File: src/rtl/y_axis_downsizer.sv
// Serialises one wide AXI-Stream word (R lanes of WY bits) into AXI_WIDTH-bit
// beats, lowest slice first, carrying tlast onto the final beat of the word.
module y_axis_downsizer #(
   parameter int unsigned R         = 4,
   parameter int unsigned WY        = 32,
   parameter int unsigned AXI_WIDTH = 32
) (
   input  logic                   clk,
   input  logic                   rstn,
   input  logic [R*WY-1:0]        s_axis_tdata,
   input  logic                   s_axis_tvalid,
   input  logic                   s_axis_tlast,
   output logic                   s_axis_tready,
   output logic [AXI_WIDTH-1:0]   m_axis_tdata,
   output logic [AXI_WIDTH/8-1:0] m_axis_tkeep,
   output logic                   m_axis_tvalid,
   output logic                   m_axis_tlast,
   input  logic                   m_axis_tready,
   output logic [31:0]            beat_count
);

   localparam int unsigned W_IN   = R * WY;
   localparam int unsigned NBEATS = W_IN / AXI_WIDTH;
   localparam int unsigned WB     = (NBEATS > 1) ? $clog2(NBEATS) : 1;

   if ((NBEATS == 0) || ((W_IN % AXI_WIDTH) != 0)) begin : g_bad_width
      $fatal(1, "y_axis_downsizer: R*WY must be a non-zero multiple of AXI_WIDTH");
   end

   typedef enum logic {
      EMPTY = 1'b0,
      SEND  = 1'b1
   } state_e;

   state_e            state_q, state_d;
   logic [W_IN-1:0]   data_q, data_d;
   logic              last_q, last_d;
   logic [WB-1:0]     idx_q, idx_d;
   logic [31:0]       cnt_q, cnt_d;

   logic              at_last_c;
   logic              s_fire_c;
   logic              m_fire_c;

   assign at_last_c     = (idx_q == WB'(NBEATS - 1));
   assign m_axis_tvalid = (state_q == SEND);
   assign m_axis_tdata  = data_q[AXI_WIDTH-1:0];
   assign m_axis_tkeep  = '1;
   assign m_axis_tlast  = m_axis_tvalid & last_q & at_last_c;
   assign beat_count    = cnt_q;

   // Ready only depends on sink ready, so the upstream never sees a loop through tvalid.
   assign s_axis_tready = rstn & ((state_q == EMPTY) | (m_axis_tready & at_last_c));
   assign s_fire_c      = s_axis_tvalid & s_axis_tready;
   assign m_fire_c      = m_axis_tvalid & m_axis_tready;

   always_ff @(posedge clk or negedge rstn) begin
      if (!rstn) begin
         state_q <= EMPTY;
         data_q  <= '0;
         last_q  <= 1'b0;
         idx_q   <= '0;
         cnt_q   <= '0;
      end else begin
         state_q <= state_d;
         data_q  <= data_d;
         last_q  <= last_d;
         idx_q   <= idx_d;
         cnt_q   <= cnt_d;
      end
   end

   always_comb begin
      state_d = state_q;
      data_d  = data_q;
      last_d  = last_q;
      idx_d   = idx_q;
      cnt_d   = cnt_q + 32'(m_fire_c);

      case (state_q)
         EMPTY: begin
            if (s_fire_c) begin
               data_d  = s_axis_tdata;
               last_d  = s_axis_tlast;
               idx_d   = '0;
               state_d = SEND;
            end
         end
         SEND: begin
            if (m_fire_c) begin
               if (!at_last_c) begin
                  data_d = W_IN'(data_q >> AXI_WIDTH);
                  idx_d  = idx_q + WB'(1);
               end else if (s_fire_c) begin
                  // Reload on the final beat so back-to-back words have no bubble.
                  data_d = s_axis_tdata;
                  last_d = s_axis_tlast;
                  idx_d  = '0;
               end else begin
                  idx_d   = '0;
                  state_d = EMPTY;
               end
            end
         end
         default: state_d = EMPTY;
      endcase
   end

endmodule

File: config.mk
export PLATFORM = sky130hd
export DESIGN_NAME = y_axis_downsizer
export DESIGN_NICKNAME = d
export VERILOG_FILES = /design/src/rtl/y_axis_downsizer.sv
export SDC_FILE = /design/constraint.sdc
export NUM_CORES = 1
export LEC_CHECK = 0
export ABC_AREA = 1
export CAP_MARGIN = 25
export CORE_MARGIN = 1.5
export CORE_UTILIZATION = 35
export CTS_BUF_LIST = sky130_fd_sc_hd__clkbuf_2 sky130_fd_sc_hd__clkbuf_4 sky130_fd_sc_hd__clkbuf_8
export DETAILED_ROUTE_END_ITERATION = 6
export PLACE_DENSITY_LB_ADDON = 0.1
export REMOVE_ABC_BUFFERS = 1
export SLEW_MARGIN = 10
export SYNTH_ARGS = -nofsm -noshare
export SYNTH_HDL_FRONTEND = slang
export SYNTH_SLANG_ARGS = --single-unit
export TNS_END_PERCENT = 1
File: constraint.sdc
create_clock -name clk -period 2.7 [get_ports clk]
set_input_delay 0.405 -clock clk [delete_from_list [all_inputs] [get_ports clk]]
set_output_delay 0.405 -clock clk [all_outputs]
set_load 0.01 [all_outputs]
# ---- Word-level counts from Yosys, hierarchy flattened
# Index checks and enable logic that the tools add are counted.
dict set report word_totals {
  ff_bits 164
  latch_bits 0
  mem_bits_rw 0
  romBits 0
  input_bits 133
  output_inout_bits 71
  word_cells 37
  n_memories 0
}
dict set report classes {
  add_sub_neg 2
  n_mul 0
  div_mod_pow 0
  order_cmp 0
  eq_ne 4
  shifts 0
  muxes 16
  bitwise_logic 8
  reduce_logical 2
}
# cell count
set op_table {}
lappend op_table {{128-bit 2-to-1 mux} 3}
lappend op_table {{128-bit case mux with 2 select lines} 1}
lappend op_table {{32-bit by 1-bit adder with 32-bit output} 1}
lappend op_table {{1-bit bitwise AND} 6}
lappend op_table {{1-bit 2-to-1 mux} 6}
lappend op_table {{2-bit 2-to-1 mux} 3}
lappend op_table {{2-bit by 1-bit != test with 1-bit output, second input constant} 2}
lappend op_table {{1-bit case mux with 2 select lines} 2}
lappend op_table {{2-bit case mux with 2 select lines} 1}
lappend op_table {{2-bit AND reduction} 2}
lappend op_table {{2-bit by 1-bit adder with 2-bit output, second input constant} 1}
lappend op_table {{2-bit equality test, second input constant} 1}
lappend op_table {{2-bit != test, second input constant} 1}
lappend op_table {{1-bit inverter} 1}
lappend op_table {{1-bit OR} 1}

# ---- Depth between registers and ports, before layout
# Gate-level depths: netlist (run 1).
dict set report depth {
  word_depth 9
  depth_mapped 11
  depth_no_buf 11
}

# ---- Least setup slack after synthesis (run 1)
# Ideal clock, no wire load.
dict set report synth_timing {
  kind {register to register}
  startpoint {register state_q (netlist: m_axis_tvalid)}
  endpoint {register cnt_q[18] (netlist: beat_count[18])}
  setup_ps 117
  t_arrival_ps 1696
  t_required_ps 2583
  path_slack_ps 887
  stages_incl_launch_ff 12
  n_path_buf 0
  cell_sequence {dfrtp_1 -> nand2_1 -> inv_1 -> ha_1 -> ha_1 -> nand3_1 -> inv_1 -> nand2_1 -> nor2_1 -> nand2_1 -> nand2_1 -> nand2_1}
}
dict set report synth_via {
  elab_chain_len 2
}
# item line_no
set synth_rtl {}
lappend synth_rtl {{start: declaration} 35} ;# state_e state_q, state_d;
lappend synth_rtl {{start signal: assignment} 65} ;# state_q <= state_d;
lappend synth_rtl {{1-bit bitwise AND} 55} ;# assign m_fire_c = m_axis_tvalid & m_axis_tready;
lappend synth_rtl {{32-bit by 1-bit adder with 32-bit output} 78} ;# cnt_d = cnt_q + 32'(m_fire_c);
lappend synth_rtl {{net cnt_d[18]} 39} ;# logic [31:0] cnt_q, cnt_d;
lappend synth_rtl {{end signal: assignment} 69} ;# cnt_q <= cnt_d;
lappend synth_rtl {{end: declaration} 39}
# The timed path passes the listed nets, and every way through them passes these cells.
# A chain may end at the register's enable or synchronous reset.

# ---- Final worst setup path (run 1)
dict set report layout_timing {
  startpoint {input port rstn}
  endpoint {output port s_axis_tready}
}
dict set report layout_via {
  elab_chain_len 1
}
# item line_no
set layout_rtl {}
lappend layout_rtl {{start: declaration} 9} ;# input logic rstn,
lappend layout_rtl {{1-bit bitwise AND} 53} ;# assign s_axis_tready = rstn & ((state_q == EMPTY) | (m_axis_tready & at_last_c));
lappend layout_rtl {{end: declaration} 13} ;# output logic s_axis_tready,
# No other way between the ends.

==> impl_metrics.ini, run 1 <==
[worst_hold_path]
min_path_type = input pin to asynchronous set/reset pin

[sta]
rsz0062_at_grt = false
setup_tns_ns = 0
finalHoldViolations = 0
setup_viol = 0
skew_ns = 0.0193
finalMaxSlewViolations = 0
maxSlewHeadroom = 0.528
fin_crit_ns = 2.51
max_freq_mhz = 398
period_share = 0.930
worstMarginPinSlew_ns = 0.708

[yosys]
syn_inst = 1475
synth_largest_area_cell = dfrtp_1
synth_top_cell_area_share = 0.409
synth_seq_cells = 164
synth-edff-count = 0
synth-main-ff-cell = dfrtp_1
yosysSeqAreaShare = 0.409
avgSynthCellArea_um2 = 6.79
yosysUniqueCellTypes = 26
synthTopCellsByArea = dfrtp_1 41%, nand2_1 22%, nand4_1 6.1%, inv_1 5.1%, nand3_1 5.0%
yosys_warnings = 0
synth_area_um2 = 10000
async_reset_ff_frac = 1.00

[clock_network]
clk_latency_ns = 0.45
h-tree-depth = 4
clock_path_buffers = 2
tritoncts = built
numCtsBuffers = 17
post-cts-setup-buffers = 0
cts_sinks = 164
clk_pin_slew_ns = 0.10
root_buffer = clkbuf_8

[drt]
drt_pass1_iterations = 5
drc = 0
drtAntennaViolNets = 0
drtIter0Drc = 576
wl_per_cell_um = 14.0
via_per_inst = 4.80
routed_wl_um = 27700
num_vias = 9504

[floorplanning]
io_pins = 204
dieArea_um2 = 29700
fp.dieH_um = 172
num_rows = 61
die_x_um = 172
core_um2 = 28000
initial_utilization = 0.358

[grt]
globalRouteOverflowTotal = 0
gr-usage-all-layers = 0.192
grt_pass1_wl_um = 45600
grt_max_degree = 131
grt_pass1_vias = 8935
antenna_found_initial = 1

[pwr]
powerDensity_nw_per_um2 = 962
total_power_mw = 12.0
p_leak_nw = 6.16
vdd_drop_max_mv = 0.683

[finish]
drive_gt1_frac = 0.0468
area_growth_pct = 24.8
stdcell_area_um2 = 12500
nNetsFinal = 1724
antenna_cells = 0
final_cells = 1979

[worst_setup_path]
crit_path_end_kind = primary output
critical_path.max_stage_delay_ns = 0.58
path_cells = dlygate4sd3_1 > buf_8 > a21boi_0 > clkdlybuf4s50_1
worstSetupPathType = input pin to primary output
cp.required_ns = 2.30
crit_slowest_cell = clkdlybuf4s50_1
worstPathArrival_ns = 2.11
startpoint_type = input pin
critPathMaxFanout = 31

[placement]
placed_cells = 1946
place_congestion = 0.833
port_buffers = 199
placedInstanceArea_um2 = 12100
dp_hpwl_um = 17100

[flow_run]
maxCapViolCount = 0

[run_status]
status = finished clean
==> cell usage after synthesis, types with 2 or more instances <==
library cell    n
inv_1         136
buf_4          55
buf_2          27
dfrtp_1       164
nand3b_1       14
xnor2_1         6
clkbuf_1       33
nor3_1          2
nand3_1       101
inv_2           6
o21ai_1        30
nand4_1        97
xor2_1          9
buf_6           5
nor2_1         81
buf_1          15
o21ai_2         4
nand2_1       587
o21ai_0        94
ha_1            3
==> worst paths after layout <==
path / from / to / slack [ns] / cells past startpoint
worst max-delay path: rstn / s_axis_tready / 0.19 / 4
worst min-delay path: rstn / idx_q[0] / 0.40 / 2
worst max register to register: m_axis_tvalid / beat_count[18] / 0.58 / 11
worst min register to register: last_q / last_q / 0.49 / 2
max in group asynchronous: rstn / data_q[80] / 1.36 / 3
min in group clk: last_q / last_q / 0.49 / 2
==> metal layers <==
layer	GRT usage	up-vias	share of wire
li1	-	4875	-
met1	0.265	4436	0.49
met2	0.313	183	0.47
met3	0.0364	8	0.043
met4	0.0397	2	0.0057
met5	0	-	0.00043
==> state kept, by name, indices dropped and copies added, names as in the netlist <==
name	count
m_axis_tvalid	1
beat_count	32
last_q	1
idx_q	2
data_q	128
==> kinds of logic (layout without fill, tap and decap cells) <==
logic type / Yosys count / in the layout / share of synthesized area
xor gates and xnor gates: 15 / 15 / 0.0131
buffers and inverters: 277 / 400 / 0.131
adders and majority gates: 3 / 3 / 0.00375
other: 1 / 4 / 0.000374
AOI/OAI and AO/OA: 130 / 130 / 0.0669
and+or+nand+nor: 885 / 885 / 0.375
DFF: 164 / 164 / 0.409
==> what timing repair did <==
action,in CTS,in global routing
endpoints found under the hold margin,15,0
hold buffers,1,0
gates resized for setup,0,0
==> critical path: cells and delay by family <==
kind / cells / cell delay [ns]
compound gates: 1 / 0.28
buf+inv: 3 / 1.40
==> layout by cell type (no fill, tap or decap), types with 2 or more instances in the layout <==
cell             instances
nand2_1                585
clkdlybuf4s50_1        197
dfrtp_1                164
inv_1                  136
nand3_1                101
nand4_1                 97
o21ai_0                 94
nor2_1                  81
o21ai_1                 30
clkbuf_8                18
buf_4                   15
nand3b_1                14
buf_12                  12
xor2_1                   9
xnor2_1                  6
inv_6                    6
inv_2                    5
o21ai_2                  4
conb_1                   4
ha_1                     3
inv_8                    3
nor3_1                   2
nand2_4                  2
clkinvlp_4               2
==> report_power, final <==
group / internal (mW) / switching (mW) / total [mW]
combinational: 2.46 / 3.42 / 5.87
clock: 0.801 / 1.10 / 1.90
sequential: 3.49 / 0.764 / 4.25
==> area by class of cell <==
type,count,area (um^2)
Sequential cell,164,4100
Timing Repair Buffer,226,2350
Multi-Input combinational cell,1037,4640
Fill cell,2937,15500
Tap cell,378,473
Clock buffer,18,248
Inverter,142,536
Clock inverter,14,156
==> metrics by stage <==
stage	setup slack [ns]	util	hold WS, ns
2_1_floorplan	-3.11	-	0.109
3_3_place_gp	0.294	0.432	0.285
3_5_place_dp	0.256	0.432	0.284
4_1_cts	0.180	0.446	0.360
5_1_grt	0.0680	0.446	0.385
6_report	0.188	0.446	0.403
Power figures use the tool's default switching activity.
==> run 2: changes to the inputs <==
==> constraint.sdc (replaced) <==
create_clock -name clk -period 2.7 [get_ports clk]
set_input_delay 0.81 -clock clk [delete_from_list [all_inputs] [get_ports clk]]
set_output_delay 0.81 -clock clk [all_outputs]
set_load 0.01 [all_outputs]
==> run 2 against run 1 <==
Net effect:
- maximum frequency fell by 3.8%
- combinational power rose by 2%
- clock-buffer cell count did not move
- clock skew rose by 0.0034 ns
- first-iteration DRC count rose by 3.6%
- utilization rose by 0.33 points
- hold slack got worse by 0.041 ns
- routed wire length rose by 1.9%
- largest power group unchanged
- total power rose by 0.69%
- cell count rose by 0.51%
- sequential share of layout area fell by 0.24 points
- non-clock buffer count rose by 10
==> impl_metrics.ini, run 2 (synthesis gave the netlist of run 1 again) <==
[run_status]
status = finished clean

[drt]
via_per_inst = 4.77
wl_per_cell_um = 14.2
drtAntennaViolNets = 0
drc = 0
drt_pass1_iterations = 4
num_vias = 9485
drtIter0Drc = 597
routed_wl_um = 28200

[finish]
final_common_cell = nand2_1
nFillCells = 2950
antenna_cells = 0
area_growth_pct = 25.7
largest_register = data_q
multi_input_area_um2 = 4640
nNetsFinal = 1734
most-common-layout-cells = 585 x nand2_1, 195 x clkdlybuf4s50_1, 164 x dfrtp_1
final_cells = 1989
largest_register_ff_count = 128
drive_gt1_frac = 0.0534
register_area_um2 = 4100
stdcell_area_um2 = 12600

[sta]
setup_viol = 0
maxSlewHeadroom = 0.552
skew_ns = 0.0227
worstMarginPinSlew_ns = 0.672
rsz0062_at_grt = false
finalMaxSlewViolations = 0
finalHoldViolations = 0
max_freq_mhz = 383
period_share = 0.967
fin_crit_ns = 2.61

[placement]
dp_hpwl_um = 17200
port_buffers = 199
placed_cells = 1957
place_congestion = 0.838
placedInstanceArea_um2 = 12200

[floorplanning]
io_pins = 204
initial_utilization = 0.358
die_x_um = 172
fp.dieH_um = 172
num_rows = 61
core_um2 = 28000
dieArea_um2 = 29700

[clock_network]
clk_pin_slew_ns = 0.09
post-cts-setup-buffers = 0
h-tree-depth = 4
numCtsBuffers = 17
cts_hold_buf = 0
clk_latency_ns = 0.47
root_buffer = clkbuf_8
clock_path_buffers = 2
tritoncts = built
cts_sinks = 164

[worst_setup_path]
cp.required_ns = 1.89
critPathMaxFanout = 2
worstSetupPathType = input pin to primary output
critPathBufInv = 2
crit_path_end_kind = primary output
startpoint_type = input pin
crit_slowest_cell = clkdlybuf4s50_1
critical_path.max_stage_delay_ns = 0.49
worstPathArrival_ns = 1.80
critPathTopFamily = buffers and inverters
path_cells = clkdlybuf4s50_1 > nand2_1 > a21boi_1 > clkdlybuf4s15_1

[pwr]
p_sw_mw = 5.31
p_leak_nw = 6.25
combPwrFrac = 0.492
clockPowerShare = 0.157
p_seq_frac = 0.351
powerDensity_nw_per_um2 = 962
p_sw_frac = 0.439
power.internal_mw = 6.80
vdd_drop_max_mv = 0.476

[grt]
grt_pass1_wl_um = 46300
antenna_found_initial = 0
grt_max_degree = 127
gr-usage-all-layers = 0.195
grt_pass1_vias = 8893
globalRouteOverflowTotal = 0

[flow_run]
maxCapViolCount = 0

[worst_hold_path]
min_path_type = input pin to asynchronous set/reset pin
run 2: final timing paths:
| path | from | to | slack, ns | depth (start not counted) |
|---|---|---|---|---|
| max reg2reg | m_axis_tvalid | beat_count[18] | 0.75 | 11 |
| max | m_axis_tready | s_axis_tready | 0.09 | 4 |
| min in group clk | last_q | last_q | 0.49 | 2 |
| min | rstn | m_axis_tvalid | 0.36 | 2 |
| min reg2reg | last_q | last_q | 0.49 | 2 |
| max in group asynchronous | rstn | data_q[98] | 1.40 | 3 |
run 2: routing by layer:
layer | GRT usage | part of all wire
met1 | 0.271 | 0.49
met2 | 0.313 | 0.46
met3 | 0.0359 | 0.038
met4 | 0.0499 | 0.014
met5 | 0 | 0
run 2: power by group through the flow:
stage	combinational [mW]	sequential [mW]	clock (mW)
after floorplan	3.43	4.24	0
after global placement	5.95	4.27	0
after detailed placement	6.05	4.28	0
after CTS	6.05	4.25	1.98
after global routing	6.93	4.41	2.08
final	5.96	4.25	1.90
run 2: layout make-up:
cell class	count	share of cell area
Tap cell	378	0.0376
Sequential cell	164	0.326
Timing Repair Buffer	236	0.194
Clock buffer	18	0.0197
Inverter	142	0.0425
Multi-Input combinational cell	1037	0.368
Clock inverter	14	0.0127
run 2: per-stage QoR:
stage	total power, mW	hold slack, ns	util	TNS [ns]	setup WS (ns)
finish	12.1	0.362	0.450	0	0.0893
detailed placement	10.3	0.474	0.435	-0.442	-0.282
floorplan	7.67	0.449	-	-437.95	-3.38
global placement	10.2	0.464	0.435	-0.272	-0.235
CTS	12.3	0.356	0.450	0	0.00676
global route	13.4	0.371	0.450	0	0.0386
run 2: repair_timing:
item | CTS | global route
pin swaps | 0 | 0
cloned | 0 | 0
gates resized for setup | 1 | 3
endpoints found under the setup margin | 1 | 2
==> run 3: changes to the inputs <==
Settings changed: CELL_PAD_IN_SITES_DETAIL_PLACEMENT set to 0, CELL_PAD_IN_SITES_GLOBAL_PLACEMENT set to 1.
Clock period 2.7 ns to 3.2 ns, I/O delays scaled along.
==> run 3 against run 2 <==
Net effect:
- hold slack better by 0.070 ns
- global-route usage barely moved
- largest cell class unchanged
- via count fell by 0.70%
- sequential power down 16%
- routed wire length is 0.45% higher
- highest routed layer is now met5
- total power decreased by 16%
- combinational power fell by 17%
==> impl_metrics.ini, run 3 (synthesis gave the netlist of run 1 again) <==
[run_status]
status = finished clean

[worst_hold_path]
min_path_type = input pin to asynchronous set/reset pin

[placement]
placed_cells = 1945
port_buffers = 199
place_congestion = 0.819
pre_cts_ws_ns = -0.0494
dp_hpwl_um = 17200

[pwr]
powerDensity_nw_per_um2 = 816
vdd_drop_max_mv = 0.387
p_leak_nw = 6.16
total_power_mw = 10.2

[drt]
drtAntennaViolNets = 0
wl_per_cell_um = 14.3
drtIter0Drc = 455
via_per_inst = 4.76
drc = 0
routed_wl_um = 28300
num_vias = 9419
drt_pass1_iterations = 5

[worst_setup_path]
worstSetupPathType = input pin to primary output
r2r_slack_ns = 1.09
crit_slowest_cell = clkdlybuf4s50_1
critical_path.startpoint = m_axis_tready
critPathMaxFanout = 2
r2r_start = m_axis_tvalid
startpoint_type = input pin
path_cells = clkdlybuf4s50_1 > nand2_1 > a21boi_0 > dlygate4sd2_1
critical_path.max_stage_delay_ns = 0.48
crit_path_end_kind = primary output
worstPathArrival_ns = 2.00
critPathBufInv = 2
critPathTopFamily = buffers and inverters
cp.required_ns = 2.24

[clock_network]
cts_sinks = 164
clk_latency_ns = 0.47
cts_hold_buf = 0
post-cts-setup-buffers = 0
cts_resized = 1
clk_pin_slew_ns = 0.11
clock_path_buffers = 2
root_buffer = clkbuf_8
tritoncts = built
numCtsBuffers = 17
h-tree-depth = 4

[sta]
finalMaxSlewViolations = 0
setup_tns_ns = 0
rsz0062_at_grt = false
maxSlewHeadroom = 0.460
fin_hold_ws_ns = 0.432
fin_crit_ns = 2.96
fin_ws_ns = 0.236
max_freq_mhz = 337
skew_ns = 0.0248
finalHoldViolations = 0
period_share = 0.926
worstMarginPinSlew_ns = 0.809
setup_viol = 0

[grt]
grt_pass1_vias = 8936
grt_pass1_wl_um = 46400
globalRouteOverflowTotal = 0
gr-usage-all-layers = 0.196
grt_max_degree = 137
antenna_found_initial = 2

[finish]
final_cells = 1978
largest_register_ff_count = 128
nNetsFinal = 1722
area_growth_pct = 24.4
largest_register = data_q
final_common_cell = nand2_1
drive_gt1_frac = 0.0457
most-common-layout-cells = 585 x nand2_1, 196 x clkdlybuf4s50_1, 164 x dfrtp_1

[flow_run]
maxCapViolCount = 0

[floorplanning]
fp.dieH_um = 172
io_pins = 204
num_rows = 61
core_um2 = 28000
dieArea_um2 = 29700
initial_utilization = 0.358
die_x_um = 172
[run 3: changes by cell type in the layout (fill, tap and decap cells not counted), moves of 2 or more]
cell / before / now
buf_12: 13 / 10
clkinv_8: 2 / 0
diode_2: 0 / 2
buf_4: 25 / 16
[run 3: per-stage QoR]
step / utilization / cell area [um^2]
3_3_place_gp: 0.430 / 12100
4_1_cts: 0.445 / 12500
6_report: 0.445 / 12500
2_1_floorplan: - / 9250
5_1_grt: 0.445 / 12500
3_5_place_dp: 0.430 / 12100
[run 3: layout make-up]
| cell class | instances | area [um^2] |
|---|---|---|
| antenna | 2 | 5.00 |
| timing repair buffer | 224 | 2310 |
| inverter | 142 | 536 |
| sequential | 164 | 4100 |
| multi-input combinational | 1037 | 4640 |
| clock buffer | 18 | 241 |
| tap | 378 | 473 |
| fill | 2975 | 15500 |
| clock inverter | 13 | 164 |
[run 3: path summary, 6_finish.rpt]
kind / endpoint / cells past startpoint
min reg2reg: last_q / 2
min in group clk: last_q / 2
min: beat_count[11] / 2
max reg2reg: beat_count[16] / 10
max: s_axis_tready / 4
max in group asynchronous: data_q[2] / 3
[run 3: worst register-to-register path, cell delays in order (launching register included)]
cell     delay [ns]
dfrtp_1        0.58
nand2_1        0.17
inv_1          0.11
ha_1           0.17
ha_1           0.22
nand3_1        0.16
inv_1          0.12
nand2_1        0.08
buf_4          0.15
nor2_1         0.12
xor2_1         0.15
[run 3: per-layer routing]
layer  part of all wire  wire, um  global-route usage
met1               0.48     13600               0.268
met2               0.47     13300               0.319
met3              0.042      1190              0.0398
met4             0.0068       192              0.0416
met5            0.00046        13                   0
[run 3: power breakdown]
group          switching [mW]  internal, mW
registers               0.646          2.95
clock network           0.894         0.734
logic                    2.89          2.06
